==> src/rtl/cbd_pkg.sv <==
// rtl/cbd_pkg.sv - shared constants, legality checks and FSM encoding for the CBD sampler
package cbd_pkg;

    localparam int CBD_Q       = 3329;
    localparam int CBD_COEFF_W = 12;

    typedef enum logic [1:0] {
        ST_IDLE  = 2'd0,
        ST_RUN   = 2'd1,
        ST_FLUSH = 2'd2
    } cbd_state_e;

    function automatic bit cbd_eta_ok(input int eta);
        return (eta == 2) || (eta == 3);
    endfunction

    function automatic bit cbd_lanes_ok(input int lanes);
        return (lanes == 1) || (lanes == 2) || (lanes == 4);
    endfunction

endpackage

==> src/rtl/cbd_sampler_if.sv <==
// rtl/cbd_sampler_if.sv - control, random-bit stream and dpram write port of the CBD sampler
interface cbd_sampler_if #(
    parameter int ETA     = 3,
    parameter int LANES   = 1,
    parameter int COEFF_W = 12,
    parameter int ADDR_W  = 10
);
    logic                       start;
    logic [ADDR_W-1:0]          base_addr;
    logic [2*ETA*LANES-1:0]     in_data;
    logic                       in_valid;
    logic                       in_ready;
    logic                       wr_en;
    logic [ADDR_W-1:0]          wr_addr;
    logic [LANES*COEFF_W-1:0]   wr_data;
    logic                       busy;
    logic                       done;

    modport master (
        output start, base_addr, in_data, in_valid,
        input  in_ready, wr_en, wr_addr, wr_data, busy, done
    );

    modport slave (
        input  start, base_addr, in_data, in_valid,
        output in_ready, wr_en, wr_addr, wr_data, busy, done
    );
endinterface

==> src/rtl/cbd_lane.sv <==
// rtl/cbd_lane.sv - one CBD coefficient: popcount difference reduced into [0, Q-1]
module cbd_lane #(
    parameter int ETA     = 3,
    parameter int Q       = 3329,
    parameter int COEFF_W = 12
) (
    input  logic [2*ETA-1:0]   x,
    output logic [COEFF_W-1:0] coeff
);
    logic [1:0] a;
    logic [1:0] b;

    always_comb begin
        a = '0;
        b = '0;
        for (int i = 0; i < ETA; i++) begin
            a = a + 2'(x[i]);
            b = b + 2'(x[ETA+i]);
        end
        // a == b lands in the first branch so zero never becomes Q
        if (a >= b) begin
            coeff = COEFF_W'(a - b);
        end else begin
            coeff = COEFF_W'(Q) - COEFF_W'(b - a);
        end
    end
endmodule

==> src/rtl/cbd_sampler.sv <==
// rtl/cbd_sampler.sv - CBD sampler: streams random bits into one polynomial of dpram writes
module cbd_sampler
    import cbd_pkg::*;
#(
    parameter int ETA     = 3,
    parameter int LANES   = 1,
    parameter int N       = 256,
    parameter int Q       = CBD_Q,
    parameter int COEFF_W = CBD_COEFF_W,
    parameter int ADDR_W  = 10
) (
    input  logic          clk,
    input  logic          rst_n,
    cbd_sampler_if.slave  bus
);
    localparam int BEATS  = N / LANES;
    localparam int BEAT_W = (BEATS > 1) ? $clog2(BEATS) : 1;

    if (!cbd_eta_ok(ETA)) begin : g_bad_eta
        $error("cbd_sampler: ETA must be 2 or 3");
    end
    if (!cbd_lanes_ok(LANES)) begin : g_bad_lanes
        $error("cbd_sampler: LANES must be 1, 2 or 4");
    end
    if ((N % LANES) != 0) begin : g_bad_n
        $error("cbd_sampler: N must be a multiple of LANES");
    end

    cbd_state_e               state_q;
    cbd_state_e               state_d;
    logic [BEAT_W-1:0]        beat_q;
    logic [ADDR_W-1:0]        addr_q;
    logic                     wr_en_q;
    logic [ADDR_W-1:0]        wr_addr_q;
    logic [LANES*COEFF_W-1:0] wr_data_q;
    logic                     busy_q;
    logic                     done_q;
    logic [LANES*COEFF_W-1:0] coeffs;
    logic                     start_ok;
    logic                     accept;
    logic                     last_beat;

    for (genvar k = 0; k < LANES; k++) begin : g_lane
        cbd_lane #(
            .ETA     (ETA),
            .Q       (Q),
            .COEFF_W (COEFF_W)
        ) u_lane (
            .x     (bus.in_data[2*ETA*k +: 2*ETA]),
            .coeff (coeffs[COEFF_W*k +: COEFF_W])
        );
    end

    // The done cycle is already IDLE, so a start coinciding with done must be masked
    assign start_ok  = (state_q == ST_IDLE) && bus.start && !done_q;
    assign accept    = (state_q == ST_RUN) && bus.in_valid;
    assign last_beat = (beat_q == BEAT_W'(BEATS - 1));

    always_comb begin
        state_d = state_q;
        case (state_q)
            ST_IDLE:  if (start_ok) state_d = ST_RUN;
            ST_RUN:   if (accept && last_beat) state_d = ST_FLUSH;
            ST_FLUSH: state_d = ST_IDLE;
            default:  state_d = ST_IDLE;
        endcase
    end

    always_ff @(posedge clk or negedge rst_n) begin
        if (!rst_n) begin
            state_q <= ST_IDLE;
        end else begin
            state_q <= state_d;
        end
    end

    always_ff @(posedge clk or negedge rst_n) begin
        if (!rst_n) begin
            beat_q    <= '0;
            addr_q    <= '0;
            wr_en_q   <= 1'b0;
            wr_addr_q <= '0;
            wr_data_q <= '0;
            busy_q    <= 1'b0;
            done_q    <= 1'b0;
        end else begin
            wr_en_q <= accept;
            done_q  <= (state_q == ST_FLUSH);
            if (start_ok) begin
                addr_q <= bus.base_addr;
                beat_q <= '0;
                busy_q <= 1'b1;
            end
            if (state_q == ST_FLUSH) begin
                busy_q <= 1'b0;
            end
            if (accept) begin
                wr_addr_q <= addr_q;
                wr_data_q <= coeffs;
                addr_q    <= addr_q + 1'b1;
                beat_q    <= beat_q + 1'b1;
            end
        end
    end

    assign bus.in_ready = (state_q == ST_RUN);
    assign bus.wr_en    = wr_en_q;
    assign bus.wr_addr  = wr_addr_q;
    assign bus.wr_data  = wr_data_q;
    assign bus.busy     = busy_q;
    assign bus.done     = done_q;
endmodule

==> src/flat_wrapper.sv <==
// flat-port wrapper written by rule: the top's interface ports become plain ports
module cbd_sampler_flat import cbd_pkg::*;
#(
    parameter int ETA     = 3,
    parameter int LANES   = 1,
    parameter int N       = 256,
    parameter int Q       = CBD_Q,
    parameter int COEFF_W = CBD_COEFF_W,
    parameter int ADDR_W  = 10
)
  (clk, rst_n, bus_start, bus_base_addr, bus_in_data, bus_in_valid, bus_in_ready, bus_wr_en, bus_wr_addr, bus_wr_data, bus_busy, bus_done);
  cbd_sampler_if #(.ETA(ETA), .LANES(LANES), .COEFF_W(COEFF_W), .ADDR_W(ADDR_W)) bus_i ();
  input  logic clk;
  input  logic rst_n;
  input wire logic [$bits(bus_i.start)-1:0] bus_start;
  input wire logic [$bits(bus_i.base_addr)-1:0] bus_base_addr;
  input wire logic [$bits(bus_i.in_data)-1:0] bus_in_data;
  input wire logic [$bits(bus_i.in_valid)-1:0] bus_in_valid;
  output wire logic [$bits(bus_i.in_ready)-1:0] bus_in_ready;
  output wire logic [$bits(bus_i.wr_en)-1:0] bus_wr_en;
  output wire logic [$bits(bus_i.wr_addr)-1:0] bus_wr_addr;
  output wire logic [$bits(bus_i.wr_data)-1:0] bus_wr_data;
  output wire logic [$bits(bus_i.busy)-1:0] bus_busy;
  output wire logic [$bits(bus_i.done)-1:0] bus_done;
  assign bus_i.start = bus_start;
  assign bus_i.base_addr = bus_base_addr;
  assign bus_i.in_data = bus_in_data;
  assign bus_i.in_valid = bus_in_valid;
  assign bus_in_ready = bus_i.in_ready;
  assign bus_wr_en = bus_i.wr_en;
  assign bus_wr_addr = bus_i.wr_addr;
  assign bus_wr_data = bus_i.wr_data;
  assign bus_busy = bus_i.busy;
  assign bus_done = bus_i.done;
  cbd_sampler #(.ETA(ETA), .LANES(LANES), .N(N), .Q(Q), .COEFF_W(COEFF_W), .ADDR_W(ADDR_W)) u_core (.clk(clk), .rst_n(rst_n), .bus(bus_i));
endmodule
==> config.mk <==
export PLATFORM = sky130hd
export DESIGN_NAME = cbd_sampler_flat
export DESIGN_NICKNAME = d
export VERILOG_FILES = /design/src/rtl/cbd_pkg.sv /design/src/rtl/cbd_sampler_if.sv /design/src/rtl/cbd_lane.sv /design/src/rtl/cbd_sampler.sv /design/src/flat_wrapper.sv
export SDC_FILE = /design/constraint.sdc
export NUM_CORES = 1
export LEC_CHECK = 0
export ABC_AREA = 1
export CORE_ASPECT_RATIO = 2
export CORE_MARGIN = 5
export CORE_UTILIZATION = 45
export DETAILED_ROUTE_END_ITERATION = 10
export PLACE_DENSITY_LB_ADDON = 0.1
export SYNTH_ARGS = -nofsm -noshare
export SYNTH_HDL_FRONTEND = slang
export SYNTH_SLANG_ARGS = --single-unit
export TNS_END_PERCENT = 5
==> constraint.sdc <==
create_clock -name clk -period 1.5 [get_ports clk]
set_clock_uncertainty 0.2 [all_clocks]
set_input_delay 0.45 -clock clk [delete_from_list [all_inputs] [get_ports clk]]
set_output_delay 0.45 -clock clk [all_outputs]
set_load 0.1 [all_outputs]
==> Flow_metrics.wiki, run 1 <==
{| class="wikitable"
! Metric !! Value
|-
| Max Buffers Root-to-Sink || 2
|-
| Max-slew violations || 0
|-
| Accumulated negative setup slack || -7.40 ns
|-
| Endpoint of the worst-slack reg-to-reg timing path || u_core.bus.wr_data[2]
|-
| Depth of the worst register-to-register path || 6
|-
| Maximum resistive drop on vdd || 0.00147 V
|-
| Clock insertion delay at the later pin of the skew report || 0.29 ns
|-
| Violated checks || negative setup slack
|-
| Layout Area Growth over Synthesis || 52.7%
|-
| Port bufs || 45
|-
| Final Critical Period || 2.24 ns
|-
| TritonCTS clock tree || yes
|-
| Commonest non-fill, non-tap cell in the layout || nand2_1
|-
| Sum of net half-perimeters after detailed placement || 3930 µm
|-
| Sink count of the clock tree || 40
|-
| Clock slew seen by the registers of the worst setup and hold paths || roughly 0.08 ns
|-
| Count of yosys warnings during synthesis || 0
|-
| Synthesized area || 0.00216 mm²
|-
| Initial core utilization || 46.5%
|-
| Placement Rows || 35
|-
| Antenna fix cells || 0
|-
| Start point of the worst hold path || u_core.bus.wr_addr[1]
|-
| GR Util All Layers || 17.5%
|-
| First-pass DRT Iterations || 4
|-
| Worst hold stages || 2
|-
| Number of register bits inferred by synthesis || 40
|-
| Internal power || 3.05 mW
|-
| Reported net switching power || 2.74 mW
|-
| Total congestion overflow || 0
|-
| Proportion of power drawn by the clock network || 15.3%
|-
| Final setup violation count || 33
|-
| Via count of the first global-routing pass || about 2100
|-
| Type of origin of the critical path || input pin
|-
| Sort of element at the end of the critical path || flop
|-
| Initial antenna violation count || 0
|-
| DR vias || ~2000
|-
| I/O pin count || 46
|-
| Post-Route WL || ~5000 µm
|-
| Drt wl/cell || ~13 µm
|-
| Run status || finished, violations left
|-
| Y dimension of the die || 108 µm
|-
| WS Path Type || in -> reg
|-
| Global-route wire length before repair || 8690 µm
|-
| Reg2Reg Setup Slack || -0.08 ns
|-
| Overall die area || 0.00636 mm²
|-
| Required time reported for the critical path endpoint || 1.51 ns
|-
| Pin count of the biggest net entering global routing || 41
|-
| End point of the most critical hold path || u_core.bus.wr_addr[1]
|-
| Via density per instance || 5.03
|-
| Family with the most delay on the worst path || adder cells
|-
| Master of the slowest instance on the critical path || fa_1
|-
| Level count of the clock H-tree || 2
|-
| Sw Ratio || 47.3%
|-
| Portion of total power attributed to sequential cells || 29.4%
|-
| Post-route antenna net violation count || 0
|-
| Worst Tran Pin Value || 0.490 ns
|-
| Final worst setup slack || -0.735 ns
|-
| Initial drt markers || 29
|-
| Highest fanout seen on the critical path || 2
|-
| Core footprint || 0.00464 mm²
|-
| Portion of the post-synthesis area used by sequential elements || 46.4%
|-
| P_leak || 1.63 nW
|-
| Worst endpoint data arrival time || 2.25 ns
|-
| Final-stage net count || 364
|-
| Top cell by count, worst path || fa_1
|-
| Unrepaired setup endpoints after global routing || yes
|-
| Part of the power in combinational logic || a little under three fifths
|-
| Number of buffers inserted to repair setup after CTS || 0
|-
| Highest-count cells in the layout ignoring fill and taps || nand2_1, dfrtp_1, inv_1, buf_12, nand3_1
|-
| Final worst path period share || 149%
|-
| TritonCTS buffer count || 5
|-
| Mapped Nets || 296
|-
| Maximum clock frequency || 447 MHz
|-
| Worst-case headroom to the max-slew limit || 67.4%
|-
| Bufs and invs on worst path || 2
|-
| Max-capacitance violation count || 0
|-
| Hold Path Class || reg -> reg
|-
| Worst R2R Start || u_core.state_q[1]
|-
| Final core utilization || 70.9%
|-
| Largest stage delay on the critical path || 0.56 ns
|-
| Cell-by-cell trace of the critical path || buf_2 -> fa_1 -> ha_2 -> inv_2 -> fa_1 -> ha_1 -> o211ai_1
|-
| DR DRC count || 0
|-
| Share of the synthesized area in the top cell type || 46.4%
|-
| Average cell area after synthesis || 8.11 µm²
|-
| Fraction of final layout cells with drive strength greater than 1 || 30.1%
|-
| Post-synthesis cell type count || 28
|-
| Total power density per cell area || approximately 1800 mW/mm²
|-
| Library cell occupying the most area in the post-synthesis netlist || dfrtp_1
|-
| Hold Violations, Final || 0
|-
| Clock root cell || clkbuf_8
|-
| Biggest area contributors in the synthesized netlist || dfrtp_1, nand2_1, nand3_1
|-
| Placer Congestion || 0.791
|-
| Count of mapped cells out of synthesis || 266
|-
| Chip Width || 59.0 µm
|}
-- layout make-up --
cell class              count  area (µm²)
well taps                  55        68.8
inverters                  37         146
flip-flops and latches     40        1000
fillers                   380        1350
repair buffers             74         951
clock buffers               5        68.8
multi-input cells         176        1010
clock inverters             3        42.5
-- Yosys cell counts (all sizes together) --
master / instances
a31oi: 1
nor2: 19
a21oi: 2
and3: 1
inv: 37
nand2: 76
dfrtp: 40
fa: 4
o21ai: 21
nand3: 32
or2: 2
o31ai: 1
nand4: 1
o21a: 2
ha: 6
buf: 13
a2bb2oi: 1
nor3: 2
o211ai: 5
-- routing by layer --
metal,GRT usage [%],vias up,routed length (µm)
met5,0,-,0
met1,18.6,931,1810
met2,33.1,44,2950
li1,-,980,-
met3,2.40,8,234
met4,6.65,0,109
-- timing repair --
item                       in CTS  in global routing
hold endpoints to repair       40                  0
resized for setup              39                 25
pin swaps                       8                  6
hold buffers                    1                  0
setup endpoints to repair      58                 50
-- worst min-delay path: cells and delay by family, from the launching register on --
| family | cells | cell delay [ns] |
|---|---|---|
| AND/OR/NAND/NOR | 2 | 0.12 |
| flip-flops | 1 | 0.40 |
-- power by group through the flow --
stage          logic, mW  clock network (mW)  registers, mW
2_1_floorplan      0.997                   0           2.63
3_3_place_gp        3.12                   0           1.71
3_5_place_dp        3.15                   0           1.72
4_1_cts             3.16               0.900           1.70
5_1_grt             3.39               0.932           1.75
6_report            3.20               0.884           1.70
-- kinds of logic after synthesis --
group                      share of synthesized area, %
and+or+nand+nor                                    26.9
buffers and inverters                              10.7
DFF                                                46.4
AOI/OAI and AO/OA                                  8.82
adders and majority gates                          7.19
-- metrics by stage --
stage | instance area (µm²) | cells | setup WS [ns] | power [mW] | hold WS [ns]
final | 3290 | 390 | -0.735 | 5.79 | 0.345
after global routing | 3290 | 390 | -0.805 | 6.07 | 0.370
after CTS | 3220 | 390 | -0.752 | 5.76 | 0.350
after detailed placement | 3080 | 381 | -1.46 | 4.87 | 0.238
after global placement | 3080 | 381 | -1.43 | 4.82 | 0.237
after floorplan | 2170 | 266 | -0.897 | 3.62 | -0.0456
-- registers in the layout (all words and copies together), names as in the netlist --
signal	cells
u_core.bus.wr_addr	10
u_core.bus.done	1
u_core.state_q	2
u_core.bus.wr_en	1
u_core.beat_q	8
u_core.bus.wr_data	7
u_core.addr_q	10
u_core.bus.busy	1
-- how the worst max path moves through the flow --
stage | cells after the start | from | endpoint | slack (ns)
floorplan | 7 | bus_in_data[3] | u_core.bus.wr_data[2] | -0.90
global placement | 8 | bus_in_data[3] | u_core.bus.wr_data[2] | -1.43
detailed placement | 8 | bus_in_data[3] | u_core.bus.wr_data[2] | -1.46
CTS | 8 | bus_in_data[5] | u_core.bus.wr_data[2] | -0.75
global route | 8 | bus_in_data[5] | u_core.bus.wr_data[2] | -0.80
finish | 7 | bus_in_data[0] | u_core.bus.wr_data[2] | -0.74
Note: power is estimated with default switching activity, not from simulation.
==> run 2, diff against run 1 <==
--- a/config.mk
+++ b/config.mk
@@ -8,7 +8,7 @@
 export ABC_AREA = 1
 export CORE_ASPECT_RATIO = 2
 export CORE_MARGIN = 5
-export CORE_UTILIZATION = 45
+export CORE_UTILIZATION = 50
 export DETAILED_ROUTE_END_ITERATION = 10
 export PLACE_DENSITY_LB_ADDON = 0.1
 export SYNTH_ARGS = -nofsm -noshare
==> constraint.sdc (replaced) <==
create_clock -name clk -period 2.6 [get_ports clk]
set_clock_uncertainty 0.2 [all_clocks]
set_input_delay 0.78 -clock clk [delete_from_list [all_inputs] [get_ports clk]]
set_output_delay 0.78 -clock clk [all_outputs]
set_load 0.1 [all_outputs]
==> run 2 against run 1 <==
- worst hold slack got worse by 0.10 ns
- register-to-register slack improved by 0.93 ns
- combinational power fell by 54%
- sequential power fell by 46%
- critical path depth did not move
- non-clock buffer count fell by 17
- final cell count fell by 5.1%
- the flow now finishes without violations
- first-iteration DRC count rose by 69%
==> Flow_metrics.wiki, run 2 (same netlist as run 1, synthesis figures left out) <==
{| class="wikitable"
! Metric !! Value
|-
| Depth of the worst register-to-register path || 6
|-
| Family with the most delay on the worst path || adder cells
|-
| Total power density per cell area || about 1100 mW/mm²
|-
| Placer Congestion || 0.753
|-
| Via count of the first global-routing pass || 1876
|-
| Maximum resistive drop on vdd || 0.000810 V
|-
| Commonest non-fill, non-tap cell in the layout || nand2_1
|-
| Chip Width || 56.4 µm
|-
| Hold Violations, Final || 0
|-
| Antenna fix cells || 0
|-
| Layout Area Growth over Synthesis || 26.0%
|-
| DR vias || 1845
|-
| Run status || complete, no violations
|-
| TritonCTS buffer count || 5
|-
| Highest-count cells in the layout ignoring fill and taps || nand2_1, dfrtp_1, buf_4
|-
| P_leak || 1.41 nW
|-
| Required time reported for the critical path endpoint || 2.61 ns
|-
| Sink count of the clock tree || 40
|-
| Level count of the clock H-tree || 2
|-
| Bufs and invs on worst path || 2
|-
| Total congestion overflow || 0
|-
| Initial antenna violation count || 0
|-
| Max-capacitance violation count || 0
|-
| Final-stage net count || 347
|-
| Port bufs || 45
|-
| Post-Route WL || 4760 µm
|-
| Met2 Routed Length || roughly 2700 µm
|-
| I/O pin count || 46
|-
| Clock insertion delay at the later pin of the skew report || 0.29 ns
|-
| Hold Path Class || in -> async
|-
| Max-slew violations || 0
|-
| Final Critical Period || 2.56 ns
|-
| Post-route antenna net violation count || 0
|-
| Clock slew seen by the registers of the worst setup and hold paths || roughly 0.080 ns
|-
| Clock root cell || clkbuf_8
|-
| Start point of the critical path || bus_in_data[0]
|-
| Cell-by-cell trace of the critical path || buf_6 -> fa_1 -> ha_2 -> inv_2 -> fa_1 -> ha_1 -> o211ai_1
|-
| Max Buffers Root-to-Sink || 2
|-
| Via density per instance || 4.99
|-
| Final setup violation count || 0
|-
| DR DRC count || 0
|-
| Sum of internal, switching and leakage power || 2.89 mW
|-
| Sort of element at the end of the critical path || flop
|-
| Maximum clock frequency || 390 MHz
|-
| Sum of net half-perimeters after detailed placement || 3770 µm
|-
| Final Instance Count excl. Fillers || 370
|-
| Worst-case headroom to the max-slew limit || 69.1%
|-
| Final worst path period share || between 90% and 100%
|-
| Type of origin of the critical path || input pin
|-
| Fraction of final layout cells with drive strength greater than 1 || 21.1%
|-
| Uppermost layer routed || met4
|-
| Y dimension of the die || 103 µm
|-
| Endpoint of the worst-slack reg-to-reg timing path || u_core.addr_q[1]
|-
| Global-route wire length before repair || 8440 µm
|-
| Overall die area || approximately 0.0058 mm²
|-
| Worst endpoint data arrival time || 2.57 ns
|-
| TritonCTS clock tree || yes
|-
| Core footprint || between 0.004 and 0.005 mm²
|-
| Initial drt markers || 49
|-
| Worst Tran Pin Value || 0.464 ns
|-
| Wire length on met3 || 209 µm
|-
| Reg2Reg Setup Slack || 0.85 ns
|-
| Worst R2R Start || u_core.state_q[0]
|-
| WS Path Type || in -> reg
|-
| First-pass DRT Iterations || 4
|-
| Post-cts hold buffer count || 0
|-
| Placed insts || 362
|-
| M1 WL || 1830 µm
|-
| GR Util All Layers || between 15 and 20%
|-
| Pin count of the biggest net entering global routing || 22
|-
| Largest stage delay on the critical path || 0.56 ns
|-
| Top cell by count, worst path || fa_1
|-
| Initial core utilization || ~52%
|-
| Layout filler cell count || 374
|-
| Drt wl/cell || 12.9 µm
|-
| Master of the slowest instance on the critical path || fa_1
|-
| Highest fanout seen on the critical path || 2
|-
| Unrepaired setup endpoints after global routing || yes
|-
| Placement Rows || 33
|}
==> run 2: worst max-delay path by stage <==
stage,end,slack (ns),depth (start not counted)
after global placement,u_core.bus.wr_data[2],-0.66,8
after CTS,u_core.bus.wr_data[2],-0.005,7
after global routing,u_core.bus.wr_data[2],-0.06,7
after floorplan,u_core.bus.wr_data[2],-0.13,7
after detailed placement,u_core.bus.wr_data[2],-0.72,11
final,u_core.bus.wr_data[2],0.04,7
==> run 2: per-stage QoR <==
stage | setup TNS (ns) | setup slack [ns] | hold slack, ns | instance area [µm²] | utilization, %
6_report | 0 | 0.0377 | 0.240 | 2720 | 65.8
4_1_cts | -0.00498 | -0.00498 | 0.248 | 2710 | 65.7
5_1_grt | -0.0927 | -0.0635 | 0.265 | 2720 | 65.8
3_3_place_gp | -4.06 | -0.664 | 0.267 | 2620 | 63.3
3_5_place_dp | -4.54 | -0.719 | 0.267 | 2620 | 63.3
2_1_floorplan | -0.229 | -0.127 | 0.276 | 2160 | -
==> run 2: where the power goes <==
part	internal [mW]	switching [mW]
clock network	0.285	0.208
logic	0.357	1.11
registers	0.790	0.136
==> run 2: cell type report <==
class	count	area, µm²	area share (%)
clock inverters	2	35.0	1.29
multi-input cells	176	935	34.4
flip-flops and latches	40	1000	36.8
repair buffers	57	472	17.3
clock buffers	6	72.6	2.67
inverters	37	139	5.11
well taps	52	65.1	2.39
==> run 2: repair_timing <==
item / in CTS / in global routing
setup endpoints to repair: 7 / 3
hold endpoints to repair: 0 / 0
setup buffers: 0 / 0
resized for setup: 29 / 1
pin swaps: 6 / 5
==> run 2: layer usage <==
metal  vias to the layer above  GRT usage, %
met5                         -             0
met4                         0          6.95
met3                         4          3.01
met2                        46          34.0
met1                       853          21.0
li1                        942             -
==> run 3, diff against run 2 <==
--- a/config.mk
+++ b/config.mk
@@ -9,6 +9,7 @@
 export CORE_ASPECT_RATIO = 2
 export CORE_MARGIN = 5
 export CORE_UTILIZATION = 50
+export CTS_CLUSTER_SIZE = 28
 export DETAILED_ROUTE_END_ITERATION = 10
 export PLACE_DENSITY_LB_ADDON = 0.1
 export SYNTH_ARGS = -nofsm -noshare
==> results of run 3 <==
No change in the layout: final DEF, timing and power equal those of run 2.
